### config.mk
export PLATFORM = sky130hd
export DESIGN_NAME = dp_ram16k_fifo_ctrl
export DESIGN_NICKNAME = d
export VERILOG_FILES = /design/src/rtl/dp_ram16k_fifo_ctrl.sv
export SDC_FILE = /design/constraint.sdc
export NUM_CORES = 1
export LEC_CHECK = 0
export ABC_AREA = 1
export CORE_MARGIN = 4
export CORE_UTILIZATION = 38
export DETAILED_ROUTE_END_ITERATION = 8
export PLACE_DENSITY_LB_ADDON = 0.08
export SYNTH_ARGS = -nofsm -noshare
export SYNTH_HDL_FRONTEND = slang
export SYNTH_SLANG_ARGS = --single-unit
### constraint.sdc
create_clock -name clk -period 7.1 [get_ports clk]
set_clock_uncertainty 0.2 [all_clocks]
set_input_delay 1.42 -clock clk [delete_from_list [all_inputs] [get_ports clk]]
set_output_delay 1.42 -clock clk [all_outputs]
set_load 0.005 [all_outputs]
### src/rtl/dp_ram16k_fifo_ctrl.sv
// dp_ram16k_fifo_ctrl: single-clock 32-bit stream FIFO controller that uses one
// DP_RAM16K (512x32, 1-cycle read latency) as storage, plus a one-word output stage
// formed by the RAM output register and m_valid.
// Optional almost-full/almost-empty flags are built when the macro
// DP_FIFO_ALMOST_EN is defined; without it the afull/aempty ports do not exist.
module dp_ram16k_fifo_ctrl #(
  parameter int ADDR_W    = 9,
  parameter int AFULL_TH  = 480,
  parameter int AEMPTY_TH = 8
) (
  input  logic              clk,
  input  logic              reset,
  input  logic [31:0]       s_data,
  input  logic              s_valid,
  output logic              s_ready,
  output logic [31:0]       m_data,
  output logic              m_valid,
  input  logic              m_ready,
  output logic [ADDR_W:0]   level,
  output logic              ram_wen,
  output logic              ram_ren,
  output logic [ADDR_W-1:0] ram_waddr,
  output logic [ADDR_W-1:0] ram_raddr,
  output logic [31:0]       ram_d_in,
  output logic [31:0]       ram_wenb,
  input  logic [31:0]       ram_d_out
`ifdef DP_FIFO_ALMOST_EN
  ,
  output logic              afull,
  output logic              aempty
`endif
);

  localparam logic [ADDR_W:0]   DEPTH   = {1'b1, {ADDR_W{1'b0}}};
  localparam logic [ADDR_W:0]   CNT_ONE = {{ADDR_W{1'b0}}, 1'b1};
  localparam logic [ADDR_W-1:0] PTR_ONE = {{(ADDR_W-1){1'b0}}, 1'b1};

  logic [ADDR_W-1:0] wptr;
  logic [ADDR_W-1:0] rptr;
  logic [ADDR_W:0]   cnt;
  logic [ADDR_W:0]   cnt_nxt;
  logic              m_valid_nxt;
  logic              full;
  logic              push;
  logic              pop_ram;

  // Handshakes and RAM strobes; ready stays low during the cycle a pop frees a slot.
  assign full      = (cnt == DEPTH);
  assign s_ready   = ~full;
  assign push      = s_valid & s_ready;
  // Refill the output stage whenever it is empty or being drained this cycle.
  assign pop_ram   = (cnt != '0) & (~m_valid | m_ready);

  assign ram_wen   = ~push;
  assign ram_ren   = ~pop_ram;
  assign ram_waddr = wptr;
  assign ram_raddr = rptr;
  assign ram_d_in  = s_data;
  assign ram_wenb  = '1;

  // RAM output register only changes on pop_ram edges, so it holds under back-pressure.
  assign m_data    = ram_d_out;
  assign level     = cnt + {{ADDR_W{1'b0}}, m_valid};

  // Next-state occupancy of the RAM and of the output stage.
  always_comb begin
    cnt_nxt = cnt;
    case ({push, pop_ram})
      2'b10:   cnt_nxt = cnt + CNT_ONE;
      2'b01:   cnt_nxt = cnt - CNT_ONE;
      default: cnt_nxt = cnt;
    endcase
    m_valid_nxt = m_valid;
    if (pop_ram)
      m_valid_nxt = 1'b1;
    else if (m_ready)
      m_valid_nxt = 1'b0;
  end

  // Pointer, count and output-valid registers; reset discards all in-flight words.
  always_ff @(posedge clk) begin
    if (reset) begin
      wptr    <= '0;
      rptr    <= '0;
      cnt     <= '0;
      m_valid <= 1'b0;
    end else begin
      if (push)
        wptr <= wptr + PTR_ONE;
      if (pop_ram)
        rptr <= rptr + PTR_ONE;
      cnt     <= cnt_nxt;
      m_valid <= m_valid_nxt;
    end
  end

`ifdef DP_FIFO_ALMOST_EN
  localparam logic [ADDR_W:0] AFULL_LV  = (ADDR_W+1)'(AFULL_TH);
  localparam logic [ADDR_W:0] AEMPTY_LV = (ADDR_W+1)'(AEMPTY_TH);

  logic [ADDR_W:0] level_nxt;

  assign level_nxt = cnt_nxt + {{ADDR_W{1'b0}}, m_valid_nxt};

  // Flags registered from next-state level so they move in the same cycle as level.
  always_ff @(posedge clk) begin
    if (reset) begin
      afull  <= 1'b0;
      aempty <= 1'b1;
    end else begin
      afull  <= (level_nxt >= AFULL_LV);
      aempty <= (level_nxt <= AEMPTY_LV);
    end
  end
`endif

endmodule
==> reports/results.ini <==
[setup_path]
start_kind=primary input
worst_ep_arrival_time_ps=2930
r2r_slack_ps=3690
end_kind=output port
path_max_fanout=11
crit_required_ps=5480
worstSetupPathType=primary input to output port

[timing]
fmax_mhz=220
finalCritPeriodShare_pct=64.1
rsz0062_at_grt=no
setup_viol=0
drv_slew=0
layout_min_cycle_time_ps=4550
setup-tns-final_ps=0
tightest_slew_ps=1070
hold_violations=0
maxSlewHeadroom_pct=28.2

[clock_network]
clkLatencyLatePin_ps=290
cts_buffers=5
ctsHtreeMaxLevel=2
cts_root_buffer=clkbuf_8
cts_resized=0
path_clk_slew_ps=70
clockBufferDepth=2
postCtsSetupRepairBufs=0
cts_tree=yes
cts_hold_buffers=0
clkSinkCount=29

[grt]
grt_remaining_overflow=0
grt_pass1_vias=1831
grt_pass1_wl_mm=9.09
antenna_found_initial=0
grt_use_total_pct=13.2
grt_max_degree=26

[synth]
synth_cells=392
synthTopCellsByArea=buf_4, dfxtp_1, nand2_1
ys_seq_area_share_pct=21.5
synth_top_area_share_pct=26.9
avgSynthCellArea_sq_um=6.90
synth_seq_cells=29
ys_types=25
yosysWarnings=0
synth_top_cell_by_area=buf_4
synth.cell_area_sq_um=2700

[drt]
vias_per_cell=4.51
drc=0
vias=2069
drt_first_pass_iters=4
ant_nets=0
drt-wirelength-per-cell_um=12.9
routed_wl_mm=5.94
dr.first_iter.drc_count=65

[status]
outcome=finished, final reports clean

[place]
port_buffers=35
place_inst=451
hpwl_mm=4.47
dpl_cell_area_sq_um=2530
place_congestion=0.814

[final_layout]
area_growth_pct=-3.15
nets=444
instances_no_fill=459
insertedDiodeCount=0
fin_area_sq_um=2620
final_common_cell=nand2_1
mostFrequentLayoutCells=nand2_1, nand3_1, inv_1, clkdlybuf4s50_1, conb_1
drive_above_1_share_pct=3.86

[floorplanning]
rows=30
core_area_sq_um=6870
start_util_pct=39.4
die_h_um=92.4
die_x_um=92.4
ios=196
dieArea_sq_um=8530

[worst_hold_path]
hp-class=flop to flop

[run]
maxCapViolCount=0

[pwr]
p_leak_nw=1.22
p_per_area_nw_per_um2=353
peakVddDrop_mv=0.120

==> report_power, final <==
group | leakage [nW] | total, mW | internal [mW] | switching [mW]
Sequential | 0.238 | 0.253 | 0.202 | 0.0510
Combinational | 0.940 | 0.534 | 0.232 | 0.302
Clock | 0.0439 | 0.138 | 0.0676 | 0.0701
==> per-stage QoR <==
stage	hold WS (ps)	worst slack [ps]	power [mW]	util, %
global placement	291	2550	0.797	36.9
floorplan	280	3640	0.655	-
detailed placement	291	2540	0.790	36.9
finish	297	2550	0.925	38.1
CTS	301	2540	0.935	38.1
global route	332	2470	1.01	38.1
==> sequential cells by signal, indices dropped and copies added, names as in the netlist <==
signal and count:
ram_waddr 9, ram_raddr 9, m_valid 1, cnt 10
==> worst paths after layout <==
| check | from | to | cells past startpoint |
|---|---|---|---|
| max | s_valid | ram_wen | 3 |
| max reg2reg | cnt[0]$_SDFFE_PP0P_ | cnt[9]$_SDFFE_PP0P_ | 15 |
| min reg2reg | ram_waddr[3]$_SDFFE_PP0P_ | ram_waddr[3]$_SDFFE_PP0P_ | 2 |
| min | ram_waddr[3]$_SDFFE_PP0P_ | ram_waddr[3]$_SDFFE_PP0P_ | 2 |
==> critical path, cell delays in order <==
cell,delay [ps]
clkdlybuf4s50_1,740
nand2_2,250
clkdlybuf4s50_1,520
==> metal layers <==
layer	wire (um)	vias up	GRT usage [%]
met4	224	0	5.69
met5	0	-	0
met2	2510	87	20.0
met3	543	34	4.55
li1	-	1056	-
met1	2660	892	16.9
==> cells in the mapped netlist <==
cell type / count
xor2_1: 19
xnor2_1: 4
nand3b_1: 3
nor2_2: 1
or2_2: 1
buf_4: 97
fa_1: 1
o21a_1: 1
a21oi_1: 28
nand4_1: 4
o21ai_0: 5
conb_1: 1
nor2_1: 23
ha_1: 13
nand2_1: 69
nand3_1: 41
inv_1: 37
clkbuf_1: 4
nand2_2: 3
buf_6: 1
a21o_1: 1
dfxtp_1: 29
nor3_1: 4
a21oi_2: 1
buf_1: 1
==> kinds of logic after synthesis <==
logic type	synth area share, %
and+or+nand+nor	24.0
buffers and inverters	33.2
AOI/OAI and AO/OA	6.99
DFF	21.5
xor gates and xnor gates	7.45
adders and majority gates	6.76
other	0.139
==> final cells by class <==
type	instances	area [sq um]
fillers	786	4250
multi-input cells	254	1340
flip-flops and latches	29	581
repair buffers	35	350
inverters	37	139
well taps	96	120
clock buffers	5	68.8
clock inverters	3	17.5
No activity file was read; power rests on OpenSTA's default activity.
